[config.mk]
export PLATFORM = sky130hd
export DESIGN_NAME = vram_write_scheduler_flat
export DESIGN_NICKNAME = d
export VERILOG_FILES = /design/src/rtl/vram_write_scheduler_if.sv /design/src/rtl/vram_write_scheduler.sv /design/src/flat_wrapper.sv
export SDC_FILE = /design/constraint.sdc
export NUM_CORES = 1
export LEC_CHECK = 0
export BUFFER_PORTS_ARGS = -buffer_cell sky130_fd_sc_hd__buf_2
export CORE_UTILIZATION = 52
export CTS_CLUSTER_SIZE = 20
export DETAILED_ROUTE_END_ITERATION = 6
export GPL_TIMING_DRIVEN = 0
export PLACE_DENSITY = 0.79
export SKIP_LAST_GASP = 1
export SLEW_MARGIN = 10
export SYNTH_ARGS = -nofsm -noshare
export SYNTH_HDL_FRONTEND = slang
export SYNTH_SLANG_ARGS = --single-unit
[constraint.sdc]
create_clock -name clk -period 2.61 [get_ports clk]
set_clock_uncertainty 0.2 [all_clocks]
set_input_delay 0 -clock clk [delete_from_list [all_inputs] [get_ports clk]]
set_output_delay 0 -clock clk [all_outputs]
set_load 0.005 [all_outputs]
[src/rtl/vram_write_scheduler_if.sv]
// vram_write_scheduler_if
//   Bundles the two requesters (CPU single-pixel write, rectangle-fill start)
//   and the video memory write port of vram_write_scheduler.
//
//   Handshake semantics: there is no ready signal. cpu_write is a
//   single-cycle qualifier that is always accepted and always wins the port.
//   fill_start is a single-cycle pulse that is accepted only while busy is
//   low (IDLE or DONE). A pulse seen while busy is high is dropped.
//
//   Modports
//     master : requester side (drives requests, observes port and status)
//     slave  : scheduler side (consumes requests, drives port and status)
//
//   Signals
//     cpu_write / cpu_address / cpu_color : CPU write request, address {y,x}
//     fill_start, fill_x0/y0/x1/y1, fill_color : rectangle fill request
//     write_enable / write_address / data_out : video memory write port
//     busy  : fill in progress
//     done  : one-cycle pulse when a fill finishes or is rejected
//     error : sticky, last fill rejected as an invalid rectangle
//     fsm_state : debug view of the scheduler FSM state
interface vram_write_scheduler_if #(
  parameter int COLS_LOG2 = 5,
  parameter int ROWS_LOG2 = 5,
  parameter int COLOR_W   = 3
);
  localparam int ADDR_W = ROWS_LOG2 + COLS_LOG2;

  logic                 cpu_write;
  logic [ADDR_W-1:0]    cpu_address;
  logic [COLOR_W-1:0]   cpu_color;

  logic                 fill_start;
  logic [COLS_LOG2-1:0] fill_x0;
  logic [ROWS_LOG2-1:0] fill_y0;
  logic [COLS_LOG2-1:0] fill_x1;
  logic [ROWS_LOG2-1:0] fill_y1;
  logic [COLOR_W-1:0]   fill_color;

  logic                 write_enable;
  logic [ADDR_W-1:0]    write_address;
  logic [COLOR_W-1:0]   data_out;
  logic                 busy;
  logic                 done;
  logic                 error;
  logic [1:0]           fsm_state;

  modport master (
    output cpu_write, cpu_address, cpu_color,
    output fill_start, fill_x0, fill_y0, fill_x1, fill_y1, fill_color,
    input  write_enable, write_address, data_out, busy, done, error, fsm_state
  );

  modport slave (
    input  cpu_write, cpu_address, cpu_color,
    input  fill_start, fill_x0, fill_y0, fill_x1, fill_y1, fill_color,
    output write_enable, write_address, data_out, busy, done, error, fsm_state
  );
endinterface

[src/rtl/vram_write_scheduler.sv]
// vram_write_scheduler
//   Owns the single write port of the video memory and shares it between
//   CPU single-pixel writes and a rectangle-fill engine. The CPU cannot
//   stall, so a CPU write always takes the port; the fill cursor only
//   advances on cycles without a CPU write. Every output is registered:
//   a request sampled at edge N is on the port after edge N.
//
//   Ports
//     clk : system clock, rising edge
//     rst : synchronous, active-high reset (aborts a running fill silently)
//     bus : vram_write_scheduler_if.slave (requests in, write port/status out)
//
//   Build option
//     VRAM_FILL_CHECKER_EN : when defined, fill pixels whose (x ^ y) bit 0 is
//     set use the complement of the fill colour, giving a checkerboard.
module vram_write_scheduler #(
  parameter int COLS_LOG2 = 5,
  parameter int ROWS_LOG2 = 5,
  parameter int COLOR_W   = 3
) (
  input logic                   clk,
  input logic                   rst,
  vram_write_scheduler_if.slave bus
);
  localparam int ADDR_W = ROWS_LOG2 + COLS_LOG2;

  typedef enum logic [1:0] {
    IDLE = 2'd0,
    FILL = 2'd1,
    DONE = 2'd2
  } state_t;

  state_t               state_q, state_d;

  // Latched rectangle. Y0 is only needed to seed the cursor, since the row
  // counter only moves forward, so it is not kept.
  logic [COLS_LOG2-1:0] x0_q, x0_d;
  logic [COLS_LOG2-1:0] x1_q, x1_d;
  logic [ROWS_LOG2-1:0] y1_q, y1_d;
  logic [COLOR_W-1:0]   color_q, color_d;

  logic [COLS_LOG2-1:0] cx_q, cx_d;
  logic [ROWS_LOG2-1:0] cy_q, cy_d;

  logic                 we_q, we_d;
  logic [ADDR_W-1:0]    addr_q, addr_d;
  logic [COLOR_W-1:0]   data_q, data_d;
  logic                 busy_q, busy_d;
  logic                 done_q, done_d;
  logic                 error_q, error_d;

  logic [COLOR_W-1:0]   fill_pixel;

`ifdef VRAM_FILL_CHECKER_EN
  assign fill_pixel = (cx_q[0] ^ cy_q[0]) ? ~color_q : color_q;
`else
  assign fill_pixel = color_q;
`endif

  always_ff @(posedge clk) begin
    if (rst) begin
      state_q <= IDLE;
      x0_q    <= '0;
      x1_q    <= '0;
      y1_q    <= '0;
      color_q <= '0;
      cx_q    <= '0;
      cy_q    <= '0;
      we_q    <= 1'b0;
      addr_q  <= '0;
      data_q  <= '0;
      busy_q  <= 1'b0;
      done_q  <= 1'b0;
      error_q <= 1'b0;
    end else begin
      state_q <= state_d;
      x0_q    <= x0_d;
      x1_q    <= x1_d;
      y1_q    <= y1_d;
      color_q <= color_d;
      cx_q    <= cx_d;
      cy_q    <= cy_d;
      we_q    <= we_d;
      addr_q  <= addr_d;
      data_q  <= data_d;
      busy_q  <= busy_d;
      done_q  <= done_d;
      error_q <= error_d;
    end
  end

  always_comb begin
    state_d = state_q;
    x0_d    = x0_q;
    x1_d    = x1_q;
    y1_d    = y1_q;
    color_d = color_q;
    cx_d    = cx_q;
    cy_d    = cy_q;
    we_d    = 1'b0;
    addr_d  = '0;
    data_d  = '0;
    done_d  = 1'b0;
    error_d = error_q;

    case (state_q)
      IDLE, DONE: begin
        // The done pulse is produced on the edge that leaves DONE, so it
        // lands one cycle after the last fill write (or after a rejection).
        done_d  = (state_q == DONE);
        state_d = IDLE;
        if (bus.fill_start) begin
          x0_d    = bus.fill_x0;
          x1_d    = bus.fill_x1;
          y1_d    = bus.fill_y1;
          color_d = bus.fill_color;
          cx_d    = bus.fill_x0;
          cy_d    = bus.fill_y0;
          error_d = 1'b0;
          if ((bus.fill_x1 < bus.fill_x0) || (bus.fill_y1 < bus.fill_y0)) begin
            state_d = DONE;
            error_d = 1'b1;
          end else begin
            state_d = FILL;
          end
        end
      end

      FILL: begin
        // A CPU write this cycle freezes the cursor; the pixel is retried.
        if (!bus.cpu_write) begin
          we_d   = 1'b1;
          addr_d = {cy_q, cx_q};
          data_d = fill_pixel;
          if (cx_q == x1_q) begin
            if (cy_q == y1_q) begin
              state_d = DONE;
            end else begin
              cx_d = x0_q;
              cy_d = cy_q + ROWS_LOG2'(1);
            end
          end else begin
            cx_d = cx_q + COLS_LOG2'(1);
          end
        end
      end

      default: state_d = IDLE;
    endcase

    if (bus.cpu_write) begin
      we_d   = 1'b1;
      addr_d = bus.cpu_address;
      data_d = bus.cpu_color;
    end

    busy_d = (state_d == FILL);
  end

  assign bus.write_enable  = we_q;
  assign bus.write_address = addr_q;
  assign bus.data_out      = data_q;
  assign bus.busy          = busy_q;
  assign bus.done          = done_q;
  assign bus.error         = error_q;
  assign bus.fsm_state     = state_q;
endmodule

[src/flat_wrapper.sv]
// flat-port wrapper written by rule: the top's interface ports become plain ports
module vram_write_scheduler_flat 
#(
  parameter int COLS_LOG2 = 5,
  parameter int ROWS_LOG2 = 5,
  parameter int COLOR_W   = 3
)
  (clk, rst, bus_cpu_write, bus_cpu_address, bus_cpu_color, bus_fill_start, bus_fill_x0, bus_fill_y0, bus_fill_x1, bus_fill_y1, bus_fill_color, bus_write_enable, bus_write_address, bus_data_out, bus_busy, bus_done, bus_error, bus_fsm_state);
  vram_write_scheduler_if #(.COLS_LOG2(COLS_LOG2), .ROWS_LOG2(ROWS_LOG2), .COLOR_W(COLOR_W)) bus_i ();
  input logic clk;
  input logic rst;
  input wire logic [$bits(bus_i.cpu_write)-1:0] bus_cpu_write;
  input wire logic [$bits(bus_i.cpu_address)-1:0] bus_cpu_address;
  input wire logic [$bits(bus_i.cpu_color)-1:0] bus_cpu_color;
  input wire logic [$bits(bus_i.fill_start)-1:0] bus_fill_start;
  input wire logic [$bits(bus_i.fill_x0)-1:0] bus_fill_x0;
  input wire logic [$bits(bus_i.fill_y0)-1:0] bus_fill_y0;
  input wire logic [$bits(bus_i.fill_x1)-1:0] bus_fill_x1;
  input wire logic [$bits(bus_i.fill_y1)-1:0] bus_fill_y1;
  input wire logic [$bits(bus_i.fill_color)-1:0] bus_fill_color;
  output wire logic [$bits(bus_i.write_enable)-1:0] bus_write_enable;
  output wire logic [$bits(bus_i.write_address)-1:0] bus_write_address;
  output wire logic [$bits(bus_i.data_out)-1:0] bus_data_out;
  output wire logic [$bits(bus_i.busy)-1:0] bus_busy;
  output wire logic [$bits(bus_i.done)-1:0] bus_done;
  output wire logic [$bits(bus_i.error)-1:0] bus_error;
  output wire logic [$bits(bus_i.fsm_state)-1:0] bus_fsm_state;
  assign bus_i.cpu_write = bus_cpu_write;
  assign bus_i.cpu_address = bus_cpu_address;
  assign bus_i.cpu_color = bus_cpu_color;
  assign bus_i.fill_start = bus_fill_start;
  assign bus_i.fill_x0 = bus_fill_x0;
  assign bus_i.fill_y0 = bus_fill_y0;
  assign bus_i.fill_x1 = bus_fill_x1;
  assign bus_i.fill_y1 = bus_fill_y1;
  assign bus_i.fill_color = bus_fill_color;
  assign bus_write_enable = bus_i.write_enable;
  assign bus_write_address = bus_i.write_address;
  assign bus_data_out = bus_i.data_out;
  assign bus_busy = bus_i.busy;
  assign bus_done = bus_i.done;
  assign bus_error = bus_i.error;
  assign bus_fsm_state = bus_i.fsm_state;
  vram_write_scheduler #(.COLS_LOG2(COLS_LOG2), .ROWS_LOG2(ROWS_LOG2), .COLOR_W(COLOR_W)) u_core (.clk(clk), .rst(rst), .bus(bus_i));
endmodule
==> impl_metrics.yaml <==
run_status:
  status: "complete, no violations"
timing:
  post-route-period-util: 0.973
  setup_viol: 0
  holdWs_ps: 42.8
  worst_slew_pin_slew_ps: 558
  finalCriticalPeriod_ps: 2540
  maxSlewHeadroom: 0.628
  grt_setup_unrepaired: "false"
  max_clock_freq_ghz: 0.394
  tns_ps: 0
  final-hold-violation-count: 0
  fin_ws_ps: 70.5
  finalMaxSlewViolations: 0
logic_synthesis:
  synth_compound_area_frac: 0.185
  avgSynthCellArea_um2: 8.00
  syn-instance-count: 288
  synthFlopType: "dfxtp_1"
  synthTopCellsByCount: "nand2_1 (54), a21oi_1 (50), dfxtp_1 (47)"
  synth_top_family_by_area: "simple AND/OR/NAND/NOR gates"
  async_reset_ff_frac: 0
  yosysWarningCount: 0
  synth_fp_nets: 338
  synth_enable_flop_cells: 0
  yosys.area_share.adder: 0.0543
  synth_most_common_cell: "nand2_1"
  ys_seq_area_frac: 0.408
  ys_seq_elements: 47
  synthSimpleGateAreaFrac: 0.235
  synth_top_cell_by_area: "dfxtp_1"
  netlist.area_leader.share: 0.408
  synthMuxAreaShare: 0.0179
  post_synth_num_cell_types: 38
  post_synth_xor_area_fraction: 0.0527
  syn_area_um2: 2300
  yosys-top-cells-area: "dfxtp_1 (41%), a21oi_1 (11%), nand2_1 (8.8%), ha_1 (5.4%), xnor2_1 (4.6%)"
cells_and_area:
  antennaDiodeCount: 0
  area_growth_pct: 38.8
  drive_gt1_frac: 0.204
  num-nets-final: 442
  final_area_um2: 3200
die:
  die_h_um: 68.6
  start_util: 0.560
  design.die.area_um2: 4700
  rows: 23
  core_um2: 4120
  ios: 59
  die_w_um: 68.6
critical_path:
  crit_required_ps: 2660
  path_buf_inv: 3
  cp_max_fo: 9
  worstSetupPathType: "register to register"
  crit_path_cell_trace: "buf_6 > xnor2_2 > and2_1 > nand2_2 > a211o_1 > buf_2 > o32ai_1 > dlygate4sd3_1"
  cp_top_family: "buffers and inverters"
  timing.critical_path.slowest_stage_cell: "dlygate4sd3_1"
  end_kind: "register"
  critical_path.max_stage_delay_ps: 600
  start_kind: "register"
  r2r_slack_ps: 70
  arrival_ps: 2590
cts:
  clock-sinks: 47
  ctsLongestPathBuffers: 2
  h-tree-depth: 2
  clk_pin_slew_ps: 90
  cts_tree: "yes"
  root_buffer: "clkbuf_8"
  cts_buffers: 5
  clock_latency_ps: 300
global_route:
  grt-ovfl-total: 0
  grt_max_degree: 15
  grtUsageTotal: 0.292
  grt_pass1_vias: 2116
  grt_pass1_wl_mm: 9.84
  grt_antenna_before_repair: 0
detailed_routing:
  avgViaCountPerCell: 5.41
  drt_first_pass_iters: 4
  drc_errors: 0
  finalWirelength_mm: 6.42
  via_count: 2398
  drtIter0Drc: 157
  ant_nets: 0
  wl_per_cell_um: 14.5
placement:
  portBuffers: 57
  gp_congestion: 0.865
  dpl_cell_area_um2: 2650
  dp_hpwl_mm: 4.20
  dpl_worst_slack_ps: 533
worst_hold_path:
  hold_path.class: "input port to register"
power_and_ir_drop:
  p_leak_nw: 1.38
  ir_drop_v: 0.000424
  p_per_area_nw_per_um2: 545
job:
  maxCapViolCount: 0
[placed cells by master, fill, tap and decap left out, types with 2 or more instances in the layout]
cell	netlist	final
dlygate4sd3_1	0	40
nor2_1	21	20
a211oi_1	3	3
o211ai_1	4	4
o32ai_1	2	2
nand2b_1	6	6
buf_2	1	58
nor3_1	4	4
nor2b_1	4	4
inv_1	8	8
a21oi_1	50	50
nand2_1	54	54
o2bb2ai_1	2	2
nand3b_1	11	11
nor3b_1	2	2
clkbuf_1	16	16
dfxtp_2	0	4
clkbuf_8	0	6
nand3_1	6	6
dfxtp_1	47	43
o21ai_0	4	4
xnor2_1	12	10
xnor2_2	1	3
mux2i_1	3	3
ha_1	10	10
[path summary, 6_finish.rpt]
check / startpoint / to / cells past startpoint
max reg2reg: u_core.cx_q[2]$_SDFFE_PP0P_ / u_core.cy_q[4]$_SDFFE_PP0P_ / 8
min reg2reg: u_core.x0_q[3]$_SDFFE_PP0P_ / u_core.x0_q[3]$_SDFFE_PP0P_ / 2
max: u_core.cx_q[2]$_SDFFE_PP0P_ / u_core.cy_q[4]$_SDFFE_PP0P_ / 8
min: rst / u_core.bus.data_out[2]$_SDFF_PP0_ / 3
[tightest hold or removal path: stages]
cell      delay (ps)
clkbuf_1         120
clkbuf_1         250
nor2_1           140
[kinds of logic (layout without fill, tap and decap cells)]
| kind of cell | Yosys count | after routing |
|---|---|---|
| and+or+nand+nor | 115 | 115 |
| AOI/OAI and AO/OA | 72 | 72 |
| DFF | 47 | 47 |
| buffers and inverters | 27 | 132 |
| xor gates and xnor gates | 13 | 13 |
| adders and majority gates | 10 | 10 |
| muxes | 4 | 4 |
[per-stage QoR]
stage | utilization | cells | total power [mW]
final | 0.777 | 443 | 1.74
after detailed placement | 0.645 | 395 | 1.14
after CTS | 0.770 | 443 | 1.73
after floorplan | - | 288 | 1.03
after global placement | 0.645 | 395 | 1.13
after global routing | 0.777 | 443 | 1.82
[area by class of cell]
cell class,count,area (um2)
multi-input combinational,214,1280
sequential,47,946
fill,294,917
timing repair buffer,97,686
clock buffer,6,82.6
buffer,19,80.1
tap,50,62.6
clock inverter,2,35.0
inverter,8,30.0
[power breakdown]
group	leakage (nW)	switching (mW)	internal [mW]	total, mW
combinational	0.926	0.192	0.187	0.379
clock	0.0612	0.246	0.310	0.556
sequential	0.389	0.0422	0.766	0.808
[routing by layer]
layer  GRT usage  routed length [um]
met5           0                   0
met1       0.373                2820
met2       0.487                3050
met3      0.0526                 423
met4       0.107                 127
[repair_timing]
action,4_1_cts,5_1_grt
hold endpoints to repair,42,0
hold buffers,40,0
buffers inserted,0,0
gates resized for setup,0,8
setup endpoints to repair,0,2
[registers in the layout (all words and copies together) (netlist names), 2 cells and up]
name                      count
u_core.y1_q                   5
u_core.cy_q                   5
u_core.cx_q                   5
u_core.color_q                3
u_core.bus.write_address     10
u_core.bus.fsm_state          2
u_core.x1_q                   5
u_core.bus.data_out           3
u_core.x0_q                   5
Note: power is estimated with default switching activity, not from simulation.
